--- config.mk ---
export PLATFORM = sky130hd
export DESIGN_NAME = ins_fetch_seq
export DESIGN_NICKNAME = d
export VERILOG_FILES = /design/src/rtl/ins_fetch_seq.sv
export SDC_FILE = /design/constraint.sdc
export NUM_CORES = 1
export LEC_CHECK = 0
export BUFFER_PORTS_ARGS = -buffer_cell sky130_fd_sc_hd__buf_2
export CELL_PAD_IN_SITES_DETAIL_PLACEMENT = 1
export CELL_PAD_IN_SITES_GLOBAL_PLACEMENT = 1
export CORE_UTILIZATION = 37
export DETAILED_ROUTE_END_ITERATION = 6
export HOLD_SLACK_MARGIN = 0.02
export PLACE_DENSITY = 0.73
export SLEW_MARGIN = 20
export SYNTH_ARGS = -nofsm -noshare
export SYNTH_HDL_FRONTEND = slang
export SYNTH_SLANG_ARGS = --single-unit
--- constraint.sdc ---
create_clock -name clk_i -period 1.8 [get_ports clk_i]
set_input_delay 0 -clock clk_i [delete_from_list [all_inputs] [get_ports clk_i]]
set_output_delay 0 -clock clk_i [all_outputs]
set_load 0.1 [all_outputs]
--- src/rtl/ins_fetch_seq.sv ---
// ins_fetch_seq
//   Multi-cycle instruction fetch/decode sequencer. Fetches a 32-bit word over a
//   req/ack handshake, splits it into RV32 fields, presents the bundle over a
//   valid/ready handshake, then advances the PC (+4 or redirect) and counts
//   retired instructions. Timeouts and misaligned redirects park the block in a
//   sticky FAULT state that only reset clears.
//
// Ports
//   clk_i, rst_ni            clock (rising edge), asynchronous active-low reset
//   enable_i                 run control, sampled in IDLE and on the issue handshake
//   imem_req_o/addr_o        fetch request and address (address is the current PC)
//   imem_ack_i/rdata_i       memory response; rdata captured on the ack edge
//   out_valid_o/out_ready_i  decoded bundle handshake
//   instr_o, pc_out_o        raw word and PC of the issued instruction
//   opcode_o..funct7_o       RV32 field split of instr
//   redirect_valid_i/pc_i    next-PC override, used only on the handshake edge
//   ins_count_o              retired instruction count (wraps at 2^32)
//   fault_o, fault_code_o    sticky fault: 01 fetch timeout, 10 misaligned redirect
module ins_fetch_seq #(
    parameter logic [31:0] RESET_PC = 32'h0000_0000,
    parameter int unsigned MAX_WAIT = 15
) (
    input  logic        clk_i,
    input  logic        rst_ni,
    input  logic        enable_i,
    output logic        imem_req_o,
    output logic [31:0] imem_addr_o,
    input  logic        imem_ack_i,
    input  logic [31:0] imem_rdata_i,
    output logic        out_valid_o,
    input  logic        out_ready_i,
    output logic [31:0] instr_o,
    output logic [31:0] pc_out_o,
    output logic [6:0]  opcode_o,
    output logic [4:0]  rd_o,
    output logic [2:0]  funct3_o,
    output logic [4:0]  rs1_o,
    output logic [4:0]  rs2_o,
    output logic [6:0]  funct7_o,
    input  logic        redirect_valid_i,
    input  logic [31:0] redirect_pc_i,
    output logic [31:0] ins_count_o,
    output logic        fault_o,
    output logic [1:0]  fault_code_o
);

    typedef enum logic [2:0] {
        S_IDLE,
        S_FETCH,
        S_DECODE,
        S_ISSUE,
        S_FAULT
    } state_e;

    localparam logic [1:0] FC_TIMEOUT   = 2'b01;
    localparam logic [1:0] FC_MISALIGN  = 2'b10;
    // The timeout fires on the edge where the counter would reach MAX_WAIT.
    localparam logic [7:0] WAIT_LAST    = 8'(MAX_WAIT - 1);

    state_e      state_q;
    logic [31:0] pc_q;
    logic [7:0]  wait_q;
    logic        imem_req_q;
    logic        out_valid_q;
    logic [31:0] instr_q;
    logic [31:0] pc_out_q;
    logic [6:0]  opcode_q;
    logic [4:0]  rd_q;
    logic [2:0]  funct3_q;
    logic [4:0]  rs1_q;
    logic [4:0]  rs2_q;
    logic [6:0]  funct7_q;
    logic [31:0] ins_count_q;
    logic        fault_q;
    logic [1:0]  fault_code_q;

    logic        handshake_d;
    logic        redirect_bad_d;
    logic [31:0] next_pc_d;

    always_comb begin
        handshake_d    = out_valid_q & out_ready_i;
        redirect_bad_d = redirect_valid_i & (redirect_pc_i[1:0] != 2'b00);
        next_pc_d      = redirect_valid_i ? redirect_pc_i : pc_q + 32'd4;
    end

    always_ff @(posedge clk_i or negedge rst_ni) begin
        if (!rst_ni) begin
            state_q      <= S_IDLE;
            pc_q         <= RESET_PC;
            wait_q       <= '0;
            imem_req_q   <= 1'b0;
            out_valid_q  <= 1'b0;
            instr_q      <= '0;
            pc_out_q     <= '0;
            opcode_q     <= '0;
            rd_q         <= '0;
            funct3_q     <= '0;
            rs1_q        <= '0;
            rs2_q        <= '0;
            funct7_q     <= '0;
            ins_count_q  <= '0;
            fault_q      <= 1'b0;
            fault_code_q <= '0;
        end else begin
            case (state_q)
                S_IDLE: begin
                    if (enable_i) begin
                        state_q    <= S_FETCH;
                        imem_req_q <= 1'b1;
                        wait_q     <= '0;
                    end
                end

                S_FETCH: begin
                    if (imem_ack_i) begin
                        instr_q    <= imem_rdata_i;
                        wait_q     <= '0;
                        imem_req_q <= 1'b0;
                        state_q    <= S_DECODE;
                    end else if (wait_q == WAIT_LAST) begin
                        wait_q       <= wait_q + 8'd1;
                        imem_req_q   <= 1'b0;
                        fault_q      <= 1'b1;
                        fault_code_q <= FC_TIMEOUT;
                        state_q      <= S_FAULT;
                    end else begin
                        wait_q <= wait_q + 8'd1;
                    end
                end

                S_DECODE: begin
                    opcode_q    <= instr_q[6:0];
                    rd_q        <= instr_q[11:7];
                    funct3_q    <= instr_q[14:12];
                    rs1_q       <= instr_q[19:15];
                    rs2_q       <= instr_q[24:20];
                    funct7_q    <= instr_q[31:25];
                    pc_out_q    <= pc_q;
                    out_valid_q <= 1'b1;
                    state_q     <= S_ISSUE;
                end

                S_ISSUE: begin
                    if (handshake_d) begin
                        out_valid_q <= 1'b0;
                        ins_count_q <= ins_count_q + 32'd1;
                        if (redirect_bad_d) begin
                            // Misaligned target: retire the instruction but keep pc.
                            fault_q      <= 1'b1;
                            fault_code_q <= FC_MISALIGN;
                            state_q      <= S_FAULT;
                        end else begin
                            pc_q <= next_pc_d;
                            if (enable_i) begin
                                state_q    <= S_FETCH;
                                imem_req_q <= 1'b1;
                                wait_q     <= '0;
                            end else begin
                                state_q <= S_IDLE;
                            end
                        end
                    end
                end

                S_FAULT: begin
                    // Parked until reset.
                end

                default: state_q <= S_IDLE;
            endcase
        end
    end

    assign imem_req_o   = imem_req_q;
    assign imem_addr_o  = pc_q;
    assign out_valid_o  = out_valid_q;
    assign instr_o      = instr_q;
    assign pc_out_o     = pc_out_q;
    assign opcode_o     = opcode_q;
    assign rd_o         = rd_q;
    assign funct3_o     = funct3_q;
    assign rs1_o        = rs1_q;
    assign rs2_o        = rs2_q;
    assign funct7_o     = funct7_q;
    assign ins_count_o  = ins_count_q;
    assign fault_o      = fault_q;
    assign fault_code_o = fault_code_q;

endmodule

==> summary.md <==
| Metric | Value |
|---|---|
| Vias in the first global route | `7,263` |
| Final Slew Violations | `0` |
| Sequential area share after synthesis | `54.77%` |
| Num rows | `53` |
| Via count | `6,704` |
| First-pass GRT wire length | `39,360 um` |
| Post-synth top area share | `54.77%` |
| Normalized max-slew margin | `62.41%` |
| Initial Util | `38.01%` |
| Hold crit path type | `input port to async pin` |
| Type of the worst setup path | `flop to flop` |
| Top FF cell, synth | `dfrtp_1` |
| TritonCTS clock tree | `built` |
| Area Overhead vs Synth | `41.15%` |
| Initial antenna violation count | `0` |
| Ant diodes | `0` |
| Die width | `149.4 um` |
| CTS Buffer Depth | `2` |
| Critical-path maximum fanout | `7` |
| Yosys warnings | `0` |
| Fin util | `53.66%` |
| Most instantiated library cell after synthesis | `dfrtp_1` |
| Post-route ant nets | `0` |
| GP Congestion | `0.7908` |
| Wire per inst | `19.08 um` |
| Core area | `21,150 sq um` |
| CTS H-Tree Depth | `4` |
| Final hold violation count | `0` |
| Reg2Reg Depth | `5` |
| Worst-Skew Late Latency | `0.43 ns` |
| Synth cell count leaders | `176 x dfrtp_1, 96 x mux2_2, 53 x nand2_1` |
| Period utilization | `96.35%` |
| Detailed placement HPWL | `16,520 um` |
| Register area | `4568 sq um` |
| GRT Util Overall | `22.80%` |
| DRC | `0` |
| #FFs+latches synth | `176` |
| Slew @ Worst Pin | `0.5632 ns` |
| Syn Inst Count | `670` |
| Fillers | `2,255` |
| Inserted Clock Buffers | `17` |
| Worst Skew | `0.01540 ns` |
| Async SR Flop Fraction | `100.0%` |
| Post-synth net total | `744` |
| Setup violations, final | `0` |
| Clock sinks | `176` |
| Die area | `22,330 sq um` |
| Final nets | `1,076` |
| F_max | `0.5766 GHz` |
| Tmin final | `1.734 ns` |
| Post-synth EDFFs | `0` |
| Die H | `149.4 um` |
| Synth Area per Inst | `12.00 sq um` |
| Root Buffer | `clkbuf_16` |
| Status | `finished clean` |
| Multi-input logic area | `3532 sq um` |
| Synth unique cells | `64` |
| Ranking of synthesized cells by area | `dfrtp_1 55%, mux2_2 13%, xnor2_1 2.7%` |
| Clock transition at path regs | `0.07 ns` |
| CP endpoint kind | `flop` |
| Largest net degree at the start of global routing | `56` |
| Startpoint types | `flop` |
| First drt pass iteration count | `4` |
| Cell taking the most area after synthesis | `dfrtp_1` |
| Critical path data arrival time | `2.02 ns` |
| Vias/cell | `5.197` |
| Synth Cell Area | `8041 sq um` |
| DRT iter0 DRCs | `204` |
| Fraction of layout cells with a size suffix above 1 | `49.85%` |
| Port Buffer Count | `234` |
| Required time worst endpoint | `2.09 ns` |
| Final wirelength | `24,620 um` |
| Num ports | `235` |
| GR Overflow Total | `0` |
| # Max-Cap Violations | `0` |
## final timing paths
path	start	end	slack (ns)
setup / recovery	imem_addr_o[9]$_DFFE_PN0P_	imem_addr_o[26]$_DFFE_PN0P_	0.07
hold / removal	rst_ni	ins_count_o[26]$_DFFE_PN0P_	0.14
setup reg to reg	imem_addr_o[9]$_DFFE_PN0P_	imem_addr_o[26]$_DFFE_PN0P_	0.07
hold reg to reg	fault_o$_DFFE_PN0P_	fault_o$_DFFE_PN0P_	0.48
max in group asynchronous	rst_ni	imem_addr_o[4]$_DFFE_PN0P_	0.99
min in group clk_i	redirect_valid_i	imem_addr_o[19]$_DFFE_PN0P_	0.19
## repair_timing
item                                    CTS  global route
hold buffers                             68             0
endpoints found under the hold margin   242             0
setup buffers                             0             0
endpoints found under the setup margin    0            17
resized for setup                         0             9
## sequential cells by signal, indices dropped and copies added (netlist names), 2 cells and up
name and count:
imem_addr_o 32, ins_count_o 32, rd_o 5, pc_out_o 32
instr_o 32, rs2_o 5, rs1_o 5, wait_q 8
state_q 3, opcode_o 7, fault_code_o 2, funct7_o 7
funct3_o 3
## worst max-delay path, stage by stage, from the launching register on
cell and delay [ns]:
dfrtp_4 0.40, and2_1 0.29, nand4_4 0.26, nor3_4 0.31, mux2i_1 0.24, a21oi_1 0.08
## stage by stage
step | setup TNS [ns] | hold WS (ns) | std cells | instance area, sq um | worst slack [ns]
6_report | 0 | 0.1396 | 1290 | 11350 | 0.06573
4_1_cts | 0 | 0.1266 | 1290 | 11330 | 0.02789
3_5_place_dp | 0 | 0.02396 | 1190 | 10050 | 0.05384
3_3_place_gp | 0 | 0.01822 | 1190 | 10050 | 0.08425
2_1_floorplan | -0.1567 | -0.2956 | 670 | 8297 | -0.07315
5_1_grt | -0.1343 | 0.1737 | 1290 | 11350 | -0.03435
## logic make-up (layout without fill, tap and decap cells)
group	Yosys count	after routing	synth area share (%)
mux	111	111	15.31
compound gates	105	105	7.826
simple gates	206	206	15.48
fa+ha+maj	4	4	0.6224
flops	176	176	54.77
buf+inv	37	382	2.521
xor+xnor	31	31	3.470
## metal layers
metal  routed length [um]  vias up  track usage (%)
li1                     -     3095                -
met4                  364        0            6.786
met1                10450     3390            28.11
met3                 1653       22            6.616
met5                    0        -                0
met2                12150      197            38.45
## layout make-up
| type | count | area share [%] |
|---|---|---|
| inverter | 6 | 0.1984 |
| tap | 275 | 3.031 |
| clock buffer | 17 | 3.748 |
| timing repair buffer | 344 | 20.16 |
| multi-input combinational | 457 | 31.12 |
| clock inverter | 15 | 1.499 |
| sequential | 176 | 40.24 |
## layout by cell type, fill, tap and decap left out, drive strengths merged, types with 8 or more instances in the layout
cell         instances
a21oi               33
and3                20
and4                 8
buf                275
clkbuf              18
dfrtp              176
dlygate4sd3         68
inv                 13
mux2                96
mux2i               15
nand2               54
nand3               21
nand4               20
nor2                29
nor3                23
o21ai               33
xnor2               25
Power is left out: the tool's default activity adds up to more than one toggle a clock period on the data nets, which glitch-free logic cannot reach.
